--- config.mk ---
export PLATFORM = sky130hd
export DESIGN_NAME = dispatch_scheduler
export DESIGN_NICKNAME = d
export VERILOG_FILES = /design/src/rtl/dispatch_scheduler.sv
export SDC_FILE = /design/constraint.sdc
export NUM_CORES = 1
export LEC_CHECK = 0
export BUFFER_PORTS_ARGS = -buffer_cell sky130_fd_sc_hd__buf_4
export CAP_MARGIN = 10
export CORE_MARGIN = 2
export CORE_UTILIZATION = 51
export CTS_BUF_LIST = sky130_fd_sc_hd__clkbuf_4
export CTS_CLUSTER_SIZE = 28
export DETAILED_ROUTE_END_ITERATION = 6
export PLACE_DENSITY = 0.69
export SLEW_MARGIN = 10
export SYNTH_ARGS = -nofsm -noshare
export SYNTH_HDL_FRONTEND = slang
export SYNTH_SLANG_ARGS = --single-unit
--- constraint.sdc ---
create_clock -name clk -period 2.3 [get_ports clk]
set_clock_uncertainty 0.15 [all_clocks]
set_input_delay 0.575 -clock clk [delete_from_list [all_inputs] [get_ports clk]]
set_output_delay 0.575 -clock clk [all_outputs]
set_load 0.1 [all_outputs]
--- src/rtl/dispatch_scheduler.sv ---
// Pops one item at a time from the queue head and hands it to the lowest-index free response team.
// Three-cycle IDLE/SERVE/ASSIGN sequence per dispatch; waits in IDLE while every team is busy.
module dispatch_scheduler #(
  parameter int NUM_TEAMS = 4,
  parameter int TW        = 8,
  parameter int BASE_TIME = 8,
  parameter int PRIO_STEP = 4,
  parameter int EVAC_TIME = 16
) (
  input  logic                 clk,
  input  logic                 rst_n,
  input  logic                 enable,
  input  logic                 head_valid,
  input  logic [7:0]           head_zone,
  input  logic [1:0]           head_priority,
  input  logic                 head_is_evac,
  input  logic [NUM_TEAMS-1:0] recall,
  output logic                 serve,
  output logic                 dispatch_valid,
  output logic [2:0]           dispatch_team,
  output logic [7:0]           dispatch_zone,
  output logic [1:0]           dispatch_priority,
  output logic [NUM_TEAMS-1:0] team_busy,
  output logic                 all_busy,
  output logic [15:0]          dispatch_count
);

  typedef enum logic [1:0] {IDLE, SERVE, ASSIGN} state_t;

  localparam int SW = TW + 3;

  state_t state_q, state_d;

  logic [NUM_TEAMS-1:0][TW-1:0] timer_q, timer_d;
  logic [NUM_TEAMS-1:0]         busy_q;
  logic [7:0]                   zone_q;
  logic [1:0]                   prio_q;
  logic                         evac_q;
  logic [2:0]                   last_team_q;
  logic [15:0]                  count_q;

  logic [2:0]    free_idx;
  logic [SW-1:0] svc_wide;
  logic [TW-1:0] svc_time;

  always_comb begin
    free_idx = 3'd0;
    for (int i = NUM_TEAMS - 1; i >= 0; i--) begin
      if (!busy_q[i]) free_idx = 3'(i);
    end
  end

  always_comb begin
    svc_wide = SW'(BASE_TIME) + SW'(PRIO_STEP) * SW'(prio_q);
    if (evac_q) begin
      svc_time = TW'(EVAC_TIME);
    end else if (svc_wide > SW'(2 ** TW - 1)) begin
      svc_time = '1;
    end else begin
      svc_time = svc_wide[TW-1:0];
    end
  end

  // Recall beats decrement, but a load into the team being assigned beats recall.
  always_comb begin
    for (int i = 0; i < NUM_TEAMS; i++) begin
      timer_d[i] = timer_q[i];
      if (recall[i]) begin
        timer_d[i] = '0;
      end else if (timer_q[i] != '0) begin
        timer_d[i] = timer_q[i] - 1'b1;
      end
      if (state_q == ASSIGN && free_idx == 3'(i)) begin
        timer_d[i] = svc_time;
      end
    end
  end

  always_comb begin
    state_d = state_q;
    case (state_q)
      IDLE:    if (enable && head_valid && !all_busy) state_d = SERVE;
      SERVE:   state_d = head_valid ? ASSIGN : IDLE;
      ASSIGN:  state_d = IDLE;
      default: state_d = IDLE;
    endcase
  end

  always_ff @(posedge clk or negedge rst_n) begin
    if (!rst_n) begin
      state_q     <= IDLE;
      timer_q     <= '0;
      busy_q      <= '0;
      zone_q      <= '0;
      prio_q      <= '0;
      evac_q      <= 1'b0;
      last_team_q <= '0;
      count_q     <= '0;
    end else begin
      state_q <= state_d;
      timer_q <= timer_d;
      for (int i = 0; i < NUM_TEAMS; i++) begin
        busy_q[i] <= (timer_d[i] != '0);
      end
      // A head that vanished during SERVE is never captured, so dispatch outputs keep their last values.
      if (state_q == SERVE && head_valid) begin
        zone_q <= head_zone;
        prio_q <= head_priority;
        evac_q <= head_is_evac;
      end
      if (state_q == ASSIGN) begin
        last_team_q <= free_idx;
        if (count_q != 16'hFFFF) count_q <= count_q + 16'd1;
      end
    end
  end

  assign serve             = (state_q == SERVE);
  assign dispatch_valid    = (state_q == ASSIGN);
  assign dispatch_team     = (state_q == ASSIGN) ? free_idx : last_team_q;
  assign dispatch_zone     = zone_q;
  assign dispatch_priority = prio_q;
  assign team_busy         = busy_q;
  assign all_busy          = &busy_q;
  assign dispatch_count    = count_q;

endmodule

# Word-level counts from Yosys, hierarchy flattened
# Cells that the tools add are included.
dict set report word_totals {
  register_bits 68
  out_inout_bits 36
  in_bits 19
  wordCells 67
}
dict set report op_classes {
  n_eq_ne 7
  n_lt_le_gt_ge 1
  n_reduce_logical 20
  n_addsub 6
  n_mux 22
}
# cell n
set op_table {}
lappend op_table {{8-bit two-way mux} 14}
lappend op_table {{8-bit nonzero test} 8}
lappend op_table {{8-bit by 1-bit subtractor with 8-bit output (second input constant)} 4}
lappend op_table {{16-bit by 1-bit adder with 16-bit output (second input constant)} 1}
lappend op_table {{16-bit != test (second input constant)} 1}
lappend op_table {{3-bit two-way mux} 3}
lappend op_table {{5-bit by 8-bit > comparator with 1-bit output (second input constant)} 1}
lappend op_table {{2-bit two-way mux} 4}
lappend op_table {{1-bit logical AND} 7}
lappend op_table {{3-bit by 2-bit == test with 1-bit output (second input constant)} 2}
lappend op_table {{4-bit by 4-bit adder with 5-bit output (first input constant)} 1}
lappend op_table {{2-bit one-hot mux with 2 select lines} 1}
lappend op_table {{4-bit AND reduction} 1}
lappend op_table {{3-bit by 1-bit == test with 1-bit output (second input constant)} 1}
lappend op_table {{3-bit logical NOT} 1}
lappend op_table {{2-bit by 1-bit == test with 1-bit output (second input constant)} 1}
lappend op_table {{2-bit == test (second input constant)} 1}
lappend op_table {{2-bit logical NOT} 1}
lappend op_table {{2-bit != test (second input constant)} 1}
lappend op_table {{2-bit AND reduction} 1}
lappend op_table {{1-bit logical NOT} 1}

# Depth between registers and ports, before layout
dict set report depth {
  depth_word 8
  depth_mapped 7
  ltp_nobuf 6
}

# Least setup slack after synthesis
# No wires, ideal clock.
dict set report synth_timing {
  path_kind {register to output}
  start {register busy_q[2] (netlist: team_busy[2])}
  end {output port dispatch_team[0]}
  slack_ns -2.028
  n_path_buf 0
  arrival_time_ns 3.603
  path_stages_with_launch 5
  required_time_ns 1.575
  path_cell_list {dfrtp_1 > or2b_2 > nand2_1 > nand2_1 > o21ai_0}
}
dict set report synth_via {
  elab_chain_len 4
}
# item line
set synth_lines {}
lappend synth_lines {{start: declaration} 35} ;# logic [NUM_TEAMS-1:0] busy_q;
lappend synth_lines {{start signal: indexed assignment} 103} ;# busy_q[i] <= (timer_d[i] != '0);
lappend synth_lines {{2-bit two-way mux} 49} ;# if (!busy_q[i]) free_idx = 3'(i);
lappend synth_lines {{3-bit two-way mux (2 in series)} 49}
lappend synth_lines {{3-bit two-way mux} n/a}
lappend synth_lines {{end: declaration} 20} ;# output logic [2:0] dispatch_team,
# No other way between the ends.

# Final worst setup path
# Ends and elaborated chain as after synthesis.

==> results by group <==
Placed design
  • DPL Wire Length: 5.92 mm
  • Placed cell area: ~4300 um2
  • Gp weighted congestion: 0.905
  • Port-buffer cells: 54

Logic synthesis
  • Mean Syn Cell Area: between 9 and 10 um2
  • Synth async-reset ratio: 100%
  • Syn nets: 405
  • Number of flops mapped to enable cells by yosys: 0
  • Synth top area share: between 40% and 50%
  • Mapped Area: 3650 um2
  • Unique masters post-synth: 61
  • Seq/Total Area, Yosys: a little under half
  • FF+latch count, synth: 68
  • Top cells by area, synth: dfrtp_1, nand2_1, xnor2_1, xor2_1, nor2_1
  • Top-count cell post-synth: dfrtp_1
  • Post-Syn Instances: 377
  • Cell taking the most area after synthesis: dfrtp_1
  • Synth warn: 0
  • Most used flip-flop cell after synthesis: dfrtp_1
  • Post-synth top cells: dfrtp_1, nand2_1, nor2_1

STA
  • FMAX: 428 MHz
  • Fin crit share: 102%
  • Min Tclk post-route: 2.33 ns
  • Hold_ws: 0.180 ns
  • Slew @ Worst Pin: 0.503 ns
  • Final hold viol count: 0
  • Setup WS post-layout: -0.0347 ns
  • Rel. slew slack: roughly two thirds
  • RSZ-0062 raised after global routing: true
  • Final setup viols: 1
  • Final Max Slew Viols: 0

Run status
  • Status: complete, but fails checks
  • Failing checks: setup timing

Critical path
  • Critical Path RT: 1.57 ns
  • Max FO, Critical Path: 4
  • Crit path launch type: register
  • Arrival @ worst endpoint: 1.61 ns
  • Nature of the critical path endpoint: output port
  • CP Class: register to output port

Route
  • Drt drc: 0
  • Drt pass-1 iters: 5
  • Drt wl/cell: 14.8 um
  • DR vias/cell: 5.49
  • Post-route ant nets: 0
  • Via count: ~3,000
  • Drt first-iter violations: 164
  • WL final: 8.23 mm

Finish
  • Fillers: ~580
  • Nets@finish: 481
  • Layout area overhead: 25.0%
  • Multi-input gate area: between 1500 and 2000 um2
  • FF+latch area: 1740 um2
  • N_diodes: 0
  • Fraction of layout cells with a size suffix above 1: between 20% and 30%
  • Final Cell Area: about 4600 um2

Clock tree
  • Maximum clock insertion buffer count: 2
  • Latest clock arrival within the worst-skew pair: 0.42 ns
  • Root Buffer: clkbuf_4
  • CTS H-Tree Depth: 3
  • CTS tree: yes
  • Clk slew on worst S/H paths: 0.10 ns
  • # clock sinks: 68
  • Total CTS buffers: 9

Floorplanning
  • IO Count: 55
  • Die width: 88.6 um
  • Row count: 30
  • Initial core utilization: 53.2%
  • Die ar.: 7860 um2
  • Core Area: roughly 7000 um2
  • Die height: about 90 um

Global route
  • Congestion Overflow GR: 0
  • Initial antenna violation count: 0
  • Largest net degree at the start of global routing: 34
  • Number of global-route vias before repair: 3,011
  • GR Util All Layers: 22.7%
  • Global-route wire length before repair: 13.9 mm

Pwr
  • Total power: about 6.9 mW
  • Peak VDD IR: 1.02 mV
  • Lkg Pwr: 2.10 nW
  • P per Cell Area: about 1500 nW/um2

Worst hold path
  • Hold WC Path Type: primary input to register

Flow run
  • Max Cap Violations: 0
[per-layer routing]
layer | up-vias | track usage (%) | part of all wire [%]
met1 | 1454 | 29.4 | 46
met4 | 0 | 5.65 | 1.2
li1 | 1508 | - | -
met3 | 9 | 5.78 | 4.1
met2 | 73 | 38.1 | 49
met5 | - | 0 | 0
[placed cells by master (no fill, tap or decap), types with 6 or more instances in the layout]
cell type and count:
nand4_1 9, buf_4 69, nand3_1 10, nand2_1 53, a21oi_1 8, nor3_1 15
ha_1 9, o21ai_0 6, inv_1 16, nand3b_1 6, a31oi_1 7, nor2_1 31
o22ai_1 11, xnor2_1 22, clkbuf_4 10, dfrtp_2 14, xor2_1 14, dfrtp_1 49
[stage by stage]
step,std cells,TNS [ns],util (%),setup slack (ns)
floorplan,377,-0.227,-,-0.140
global placement,528,0,62.4,0.235
detailed placement,528,0,62.4,0.135
CTS,554,-0.0483,66.3,-0.0299
global route,554,-0.179,66.5,-0.106
finish,554,-0.0347,66.5,-0.0347
[cells by family (layout without fill, tap and decap cells)]
kind of cell / count (synthesis) / after routing / share of synthesized area (%)
AND/OR/NAND/NOR: 173 / 173 / 26.2
flip-flops: 68 / 68 / 46.6
AO/OA/AOI/OAI: 63 / 63 / 12.0
XOR/XNOR: 36 / 36 / 8.63
buffers and inverters: 25 / 106 / 2.60
adder cells (fa/ha/maj): 9 / 9 / 3.08
multiplexers: 3 / 3 / 0.890
[state kept, by name, summed over array words and instances (netlist names)]
signal	flops
timer_q	32
dispatch_count	16
dispatch_zone	8
team_busy	4
last_team_q	3
dispatch_priority	2
state_q	2
evac_q	1
[power by group]
part / internal (mW) / leakage (nW) / switching [mW] / total, mW
Sequential: 1.60 / 0.863 / 0.478 / 2.08
Clock: 0.444 / 0.0876 / 0.417 / 0.862
Combinational: 1.37 / 1.15 / 2.60 / 3.97
Total: 3.41 / 2.10 / 3.50 / 6.91
[critical path, stage by stage, from the launching register on]
cell,delay [ns]
dfrtp_4,0.44
or2b_4,0.28
nand2_2,0.06
nand2_2,0.07
o21ai_4,0.16
buf_12,0.19
[cell type report]
type / instances / share of cell area, %
Multi-Input combinational cell: 284 / 41.7
Inverter: 17 / 1.51
Timing Repair Buffer: 73 / 12.8
Sequential cell: 68 / 38.0
Clock buffer: 10 / 1.64
Tap cell: 96 / 2.63
Clock inverter: 6 / 1.73
[path summary, 6_finish.rpt]
path,startpoint,endpoint,slack (ns),depth (start not counted)
hold / removal,recall[0],timer_q[0]$_DFF_PN0_,0.18,2
hold reg to reg,dispatch_zone[2]$_DFFE_PN0P_,dispatch_zone[2]$_DFFE_PN0P_,0.34,2
setup reg to reg,timer_q[9]$_DFF_PN0_,team_busy[1]$_DFF_PN0_,0.13,6
max in group asynchronous,rst_n,state_q[1]$_DFFE_PN0P_,0.90,3
setup / recovery,team_busy[2]$_DFF_PN0_,dispatch_team[0],-0.03,5
min in group asynchronous,rst_n,timer_q[31]$_DFF_PN0_,0.48,2
[what timing repair did]
| action | 4_1_cts | 5_1_grt |
|---|---|---|
| setup endpoints to repair | 4 | 4 |
| pin swaps | 2 | 1 |
| hold buffers | 1 | 0 |
| hold endpoints to repair | 30 | 0 |
| setup buffers | 9 | 0 |
| gates resized for setup | 10 | 5 |
No activity file was read; power rests on OpenSTA's default activity.
